<file path="src/rtl/rr_fanout_pkg.sv">
// Shared types and the round-robin lane search for rr_fanout_dispatch.
//   lane_t / word_t : lane index and payload types at the default sizes
//   lane_pick_t     : {found, sel} result of a lane search
//   next_lane()     : first free lane scanning ptr, ptr+1, ... mod n
package rr_fanout_pkg;

  localparam int unsigned NUM_LANES_DEF = 5;
  localparam int unsigned DATA_W_DEF    = 8;
  localparam int unsigned MAX_LANES     = 8;
  localparam int unsigned LANE_W_DEF    = $clog2(NUM_LANES_DEF);

  typedef logic [LANE_W_DEF-1:0] lane_t;
  typedef logic [DATA_W_DEF-1:0] word_t;

  typedef struct packed {
    logic       found;
    logic [2:0] sel;
  } lane_pick_t;

  // free_mask bits at or above n must be zero; n is 2..MAX_LANES.
  function automatic lane_pick_t next_lane(input logic [2:0]           ptr,
                                           input logic [MAX_LANES-1:0] free_mask,
                                           input int unsigned          n);
    lane_pick_t  pick;
    int unsigned idx;
    logic [2:0]  idx3;
    pick = '0;
    for (int unsigned k = 0; k < MAX_LANES; k++) begin
      idx  = (32'(ptr) + k) % n;
      idx3 = idx[2:0];
      if (k < n && !pick.found && free_mask[idx3]) begin
        pick.found = 1'b1;
        pick.sel   = idx3;
      end
    end
    return pick;
  endfunction

endpackage

</file>
<file path="src/rtl/rr_fanout_dispatch_sync_fifo.sv">
// Synchronous FIFO, DEPTH x DATA_W, head word visible on rdata_o.
//   push_i/pop_i : write tail / retire head (caller never overflows/underflows)
//   full_o/empty_o/count_o : occupancy status from registered state
module sync_fifo #(
  parameter int unsigned DEPTH  = 4,
  parameter int unsigned DATA_W = 8
) (
  input  logic                     clk,
  input  logic                     rst_n,
  input  logic                     push_i,
  input  logic                     pop_i,
  input  logic [DATA_W-1:0]        wdata_i,
  output logic [DATA_W-1:0]        rdata_o,
  output logic                     full_o,
  output logic                     empty_o,
  output logic [$clog2(DEPTH):0]   count_o
);

  localparam int unsigned PTR_W = $clog2(DEPTH);

  logic [DATA_W-1:0] mem_q [DEPTH];
  logic [PTR_W-1:0]  wr_q, rd_q;
  logic [PTR_W:0]    cnt_q;

  always_ff @(posedge clk or negedge rst_n) begin
    if (!rst_n) begin
      wr_q  <= '0;
      rd_q  <= '0;
      cnt_q <= '0;
    end else begin
      if (push_i) wr_q <= wr_q + PTR_W'(1);
      if (pop_i)  rd_q <= rd_q + PTR_W'(1);
      case ({push_i, pop_i})
        2'b10:   cnt_q <= cnt_q + (PTR_W+1)'(1);
        2'b01:   cnt_q <= cnt_q - (PTR_W+1)'(1);
        default: cnt_q <= cnt_q;
      endcase
    end
  end

  // Storage is not reset; a word is only read after it has been written.
  always_ff @(posedge clk) begin
    if (push_i) mem_q[wr_q] <= wdata_i;
  end

  assign rdata_o = mem_q[rd_q];
  assign full_o  = (cnt_q == (PTR_W+1)'(DEPTH));
  assign empty_o = (cnt_q == '0);
  assign count_o = cnt_q;

  a_count_bound: assert property (@(posedge clk) disable iff (!rst_n)
    cnt_q <= (PTR_W+1)'(DEPTH));
  a_no_underflow: assert property (@(posedge clk) disable iff (!rst_n)
    pop_i |-> !empty_o);
  a_no_overflow: assert property (@(posedge clk) disable iff (!rst_n)
    push_i |-> !full_o);

endmodule

</file>
<file path="src/rtl/rr_fanout_dispatch.sv">
// Round-robin fan-out of one valid/ready stream to NUM_LANES registered slots.
//   in_valid/in_ready/in_data     : upstream stream into an input FIFO
//   out_valid/out_ready/out_data  : one registered slot per lane
//   fifo_count, dispatch_count, last_lane : observation status
module rr_fanout_dispatch
  import rr_fanout_pkg::*;
#(
  parameter int unsigned NUM_LANES = 5,
  parameter int unsigned DATA_W    = 8,
  parameter int unsigned DEPTH     = 4,
  parameter int unsigned CNT_W     = 16
) (
  input  logic                          clk,
  input  logic                          rst_n,
  input  logic                          in_valid,
  output logic                          in_ready,
  input  logic [DATA_W-1:0]             in_data,
  output logic [NUM_LANES-1:0]          out_valid,
  input  logic [NUM_LANES-1:0]          out_ready,
  output logic [NUM_LANES*DATA_W-1:0]   out_data,
  output logic [$clog2(DEPTH):0]        fifo_count,
  output logic [CNT_W-1:0]              dispatch_count,
  output logic [$clog2(NUM_LANES)-1:0]  last_lane
);

  localparam int unsigned LANE_W = $clog2(NUM_LANES);

  logic [NUM_LANES-1:0] slot_vld_q, slot_vld_d;
  logic [DATA_W-1:0]    slot_dat_q [NUM_LANES];
  logic [DATA_W-1:0]    slot_dat_d [NUM_LANES];
  logic [LANE_W-1:0]    rr_q, rr_d, last_q, last_d, sel;
  logic [CNT_W-1:0]     cnt_q, cnt_d;
  logic                 alive_q;

  logic                 push, pop, full, empty;
  logic [DATA_W-1:0]    head;
  logic [NUM_LANES-1:0] hs, free;
  logic [MAX_LANES-1:0] free_ext;
  lane_pick_t           pick;

  sync_fifo #(
    .DEPTH  (DEPTH),
    .DATA_W (DATA_W)
  ) u_fifo (
    .clk     (clk),
    .rst_n   (rst_n),
    .push_i  (push),
    .pop_i   (pop),
    .wdata_i (in_data),
    .rdata_o (head),
    .full_o  (full),
    .empty_o (empty),
    .count_o (fifo_count)
  );

  // alive_q holds in_ready low through reset and for the release cycle.
  assign in_ready = alive_q & ~full;
  assign push     = in_valid & in_ready;

  always_comb begin
    hs         = slot_vld_q & out_ready;
    free       = ~slot_vld_q | out_ready;
    free_ext   = '0;
    free_ext[NUM_LANES-1:0] = free;
    pick       = next_lane(3'(rr_q), free_ext, NUM_LANES);
    sel        = LANE_W'(pick.sel);
    pop        = pick.found & ~empty;

    slot_vld_d = slot_vld_q & ~hs;
    slot_dat_d = slot_dat_q;
    rr_d       = rr_q;
    last_d     = last_q;
    cnt_d      = cnt_q;

    for (int unsigned i = 0; i < NUM_LANES; i++) begin
      if (hs[i]) cnt_d = cnt_d + CNT_W'(1);
    end

    // A lane handshaking this cycle counts as free, so it may be refilled.
    if (pop) begin
      slot_vld_d[sel] = 1'b1;
      slot_dat_d[sel] = head;
      last_d          = sel;
      rr_d            = (sel == LANE_W'(NUM_LANES-1)) ? '0 : sel + LANE_W'(1);
    end
  end

  always_ff @(posedge clk or negedge rst_n) begin
    if (!rst_n) begin
      slot_vld_q <= '0;
      for (int unsigned i = 0; i < NUM_LANES; i++) slot_dat_q[i] <= '0;
      rr_q    <= '0;
      last_q  <= '0;
      cnt_q   <= '0;
      alive_q <= 1'b0;
    end else begin
      slot_vld_q <= slot_vld_d;
      slot_dat_q <= slot_dat_d;
      rr_q       <= rr_d;
      last_q     <= last_d;
      cnt_q      <= cnt_d;
      alive_q    <= 1'b1;
    end
  end

  always_comb begin
    out_data = '0;
    for (int unsigned i = 0; i < NUM_LANES; i++) begin
      out_data[i*DATA_W +: DATA_W] = slot_dat_q[i];
    end
  end

  assign out_valid      = slot_vld_q;
  assign dispatch_count = cnt_q;
  assign last_lane      = last_q;

endmodule

</file>
<file path="config.mk">
export PLATFORM = sky130hd
export DESIGN_NAME = rr_fanout_dispatch
export DESIGN_NICKNAME = d
export VERILOG_FILES = /design/src/rtl/rr_fanout_pkg.sv /design/src/rtl/rr_fanout_dispatch_sync_fifo.sv /design/src/rtl/rr_fanout_dispatch.sv
export SDC_FILE = /design/constraint.sdc
export NUM_CORES = 1
export LEC_CHECK = 0
export CAP_MARGIN = 0
export CORE_UTILIZATION = 30
export DETAILED_ROUTE_END_ITERATION = 12
export MAX_ROUTING_LAYER = met4
export SLEW_MARGIN = 15
export SYNTH_ARGS = -nofsm -noshare
export SYNTH_HDL_FRONTEND = slang
export SYNTH_SLANG_ARGS = --single-unit
export TNS_END_PERCENT = 10
</file>
<file path="constraint.sdc">
create_clock -name clk -period 7.5 [get_ports clk]
set_input_delay 1.875 -clock clk [delete_from_list [all_inputs] [get_ports clk]]
set_output_delay 1.875 -clock clk [all_outputs]
set_load 0.02 [all_outputs]
</file>
==> flow_summary.yaml <==
place:
  hpwl_um: 14350
  gp_congestion: 0.8733
  dp_slack_ns: 0.7212
  io_buffers: 83
sta:
  layout_setup_ws_ns: 1.043
  fmax_ghz: 0.1549
  final_hold_viol_count: 0
  slew-limit-headroom_pct: 35.35
  fin_crit_ns: 6.457
  worst_slew_pin_slew_ns: 0.9698
  fin_skew_ns: 0.007442
  rsz0062_at_grt: "no"
  setup_violations: 0
  period_share_pct: 86.09
  fin_tns_setup_ns: 0
  slew_violations: 0
global_route:
  grt-busiest-layer: "met2"
  met2_usage_pct: 23.96
  grtUsageMet3_pct: 2.375
  overflow: 0
  grt_use_total_pct: 15.20
  grt_first_pass_wirelength_um: 30790
  grtUsageMet1_pct: 20.22
  antenna_found_initial: 0
  grt_max_degree: 76
  grt_pass1_vias: 5789
yosys:
  synth_area_leader_cell: "dfrtp_1"
  avgSynthCellArea_um2: 10.50
  synth_flop_cell: "dfrtp_1"
  yosys-top-cells-area: "dfrtp_1 (24%), edfxtp_1 (13%), mux2_2 (7.6%), xnor2_1 (5.7%), ha_1 (5.4%)"
  ys_types: 95
  yosysWarningCount: 0
  ys_ff_latch: 107
  synth_edf_count: 32
  syn_inst: 731
  synth_nets: 781
  syn_area_um2: 7674
  ys_async_sr_fraction_pct: 70.09
  yosysSeqAreaShare_pct: 36.98
  synth_top_area_share_pct: 24.46
floorplanning:
  die_area_um2: 26220
  initial_core_util_pct: 30.56
  core_area_um2: 25110
  ios: 84
  die_w_um: 161.9
  die_y_um: 161.9
  fp-row-count: 58
worst_setup_path:
  cpMaxStageDelayCell: "clkdlybuf4s50_1"
  max_stage_delay_ns: 0.69
  cp.arrival_ns: 6.69
  crit_chain: "clkdlybuf4s50_1 > nand2_2 > xnor2_1 > ha_1 > nand4_1 > mux2i_2 > o211ai_1 > nor3_2 > nand3_1 > o311ai_0 > and2_1 > mux2_1 > a211oi_1 > xor2_1 > a41oi_1 > xor2_1"
  required_ns: 7.73
  end_kind: "flop"
  critPathMaxFanout: 7
  start_kind: "primary input"
  crit_path_frequent_cell: "xor2_1"
  rr_worst_depth: 21
  criticalPathCategory: "in2reg"
status:
  run_status: "completed"
worst_hold_path:
  hp-class: "reg2reg"
  hold_depth: 1
routing:
  drcViolationCount: 0
  drt-total-wl_um: 19170
  first_iter_violations: 279
  firstDrtPassIters: 4
  vias_per_cell: 5.254
  num_vias: 6021
  ant_nets: 0
  wl_per_cell_um: 16.73
cts:
  clock_path_buffers: 2
  cts-resized-gates: 0
  h-tree-depth: 3
  cts_sinks: 107
  cts_setup_buffers: 0
  ctsRootBufferMaster: "clkbuf_16"
  cts_tree: "yes"
  clock_latency_ns: 0.35
  path_clk_slew_ns: 0.08
  numCtsBuffers: 9
  hold_buffers: 0
pwr:
  leakage_nw: 3.409
  pwr_density_cell_nw_per_um2: 545.7
  peakVddDrop_v: 0.0004054
layout:
  diodes: 0
  syn2layout_area_growth_pct: 19.35
  final_layout_size_suffix_gt1_share_pct: 15.81
  layout.nets: 861
flow_run:
  cap_violations: 0
## kinds of logic after synthesis
family	synth area share, %
xor+xnor	9.767
fa+ha+maj	5.642
mux	12.36
buf+inv	2.951
simple gates	18.98
flops	36.98
other cells	0.04887
compound gates	13.27
## synth_stat cells, types with 3 or more instances
cell type,n
edfxtp_1,32
buf_2,7
mux4_2,11
clkbuf_1,3
o22ai_1,9
o41ai_1,3
buf_6,6
or3_1,3
ha_1,33
nor4_1,12
a31oi_1,10
mux2_2,52
xnor2_1,50
o31ai_1,5
o211ai_1,8
nand2b_1,14
nor2b_1,7
o211a_1,5
and2_1,10
o21ai_0,29
o311ai_0,4
nor3b_1,7
or2_2,7
and3b_1,3
o2111ai_1,3
nor3_1,26
and3_1,13
a21oi_1,22
inv_1,24
nand4_1,11
a211oi_1,7
buf_1,3
dfrtp_1,75
nand2_1,51
mux2i_1,9
nand4b_1,4
nor3_2,3
o31a_1,4
nand3_1,16
xor2_1,26
nor2_1,35
## layout make-up
| type | count | area, µm² |
|---|---|---|
| Clock buffer | 9 | 225.2 |
| Tap cell | 330 | 412.9 |
| Fill cell | 2538 | 15950 |
| Sequential cell | 107 | 2838 |
| Multi-Input combinational cell | 579 | 4609 |
| Clock inverter | 7 | 106.4 |
| Inverter | 25 | 93.84 |
| Timing Repair Buffer | 89 | 873.3 |
## placed cells by master (no fill, tap or decap), types with 9 or more instances in the layout
cell type / synthesis / layout
nand4_1: 11 / 11
ha_1: 33 / 33
and2_1: 10 / 10
nor2_1: 35 / 35
edfxtp_1: 32 / 32
nand3_1: 16 / 16
nand2_1: 51 / 51
nor4_1: 12 / 12
clkbuf_16: 0 / 9
mux2_2: 52 / 52
mux2i_1: 9 / 9
and3_1: 13 / 13
inv_1: 24 / 24
nand2b_1: 14 / 14
a31oi_1: 10 / 10
xnor2_1: 50 / 50
dfrtp_1: 75 / 75
o22ai_1: 9 / 9
o21ai_0: 29 / 29
nor3_1: 26 / 26
mux4_2: 11 / 11
clkdlybuf4s50_1: 0 / 82
xor2_1: 26 / 26
a21oi_1: 22 / 22
## critical path: cells and delay by family
family          cells  cell delay (ns)
simple gates        5             1.05
buf+inv             1             0.69
fa+ha+maj           1             0.35
mux                 2             0.60
xor+xnor            3             0.78
compound gates      4             1.33
## sequential cells by signal, indices dropped and copies added, names as in the netlist
signal,cells
out_valid,5
dispatch_count,16
u_fifo.rd_q,2
out_data,40
last_lane,3
alive_q,1
rr_q,3
u_fifo.wr_q,2
u_fifo.mem_q,32
u_fifo.count_o,3
## per-layer routing
layer / part of all wire [%] / up-vias
met1: 48 / 2962
li1: - / 2898
met2: 47 / 147
met4: 1.3 / 0
met3: 3.8 / 14
met5: 0 / -
## stage by stage
stage | power [mW] | utilization (%) | cells | area, µm² | hold slack, ns
6_report | 4.998 | 36.48 | 1146 | 9159 | 0.5109
5_1_grt | 5.380 | 36.48 | 1146 | 9159 | 0.5281
3_5_place_dp | 4.487 | 35.16 | 1130 | 8827 | 0.4927
2_1_floorplan | 3.472 | - | 731 | 7674 | 0.5796
4_1_cts | 5.034 | 36.48 | 1146 | 9159 | 0.5114
3_3_place_gp | 4.432 | 35.16 | 1130 | 8827 | 0.4876
## where the power goes
part           total (mW)  leakage, nW  internal (mW)  switching, mW
logic                3.41         2.05           1.57           1.84
clock network       0.528        0.156          0.299          0.229
registers            1.06         1.20          0.837          0.219
total                5.00         3.41           2.71           2.29
## final timing paths
check / from / endpoint / slack [ns]
min in group asynchronous: rst_n / out_data[11]$_DFFE_PN0P_ / 1.69
max: out_ready[0] / dispatch_count[14]$_DFF_PN0_ / 1.04
min reg2reg: out_data[15]$_DFFE_PN0P_ / out_data[15]$_DFFE_PN0P_ / 0.51
min: out_data[15]$_DFFE_PN0P_ / out_data[15]$_DFFE_PN0P_ / 0.51
max reg2reg: rr_q[1]$_DFFE_PN0P_ / out_data[12]$_DFFE_PN0P_ / 1.39
max in group asynchronous: rst_n / out_valid[2]$_DFF_PN0_ / 5.20
Power figures use the tool's default switching activity.
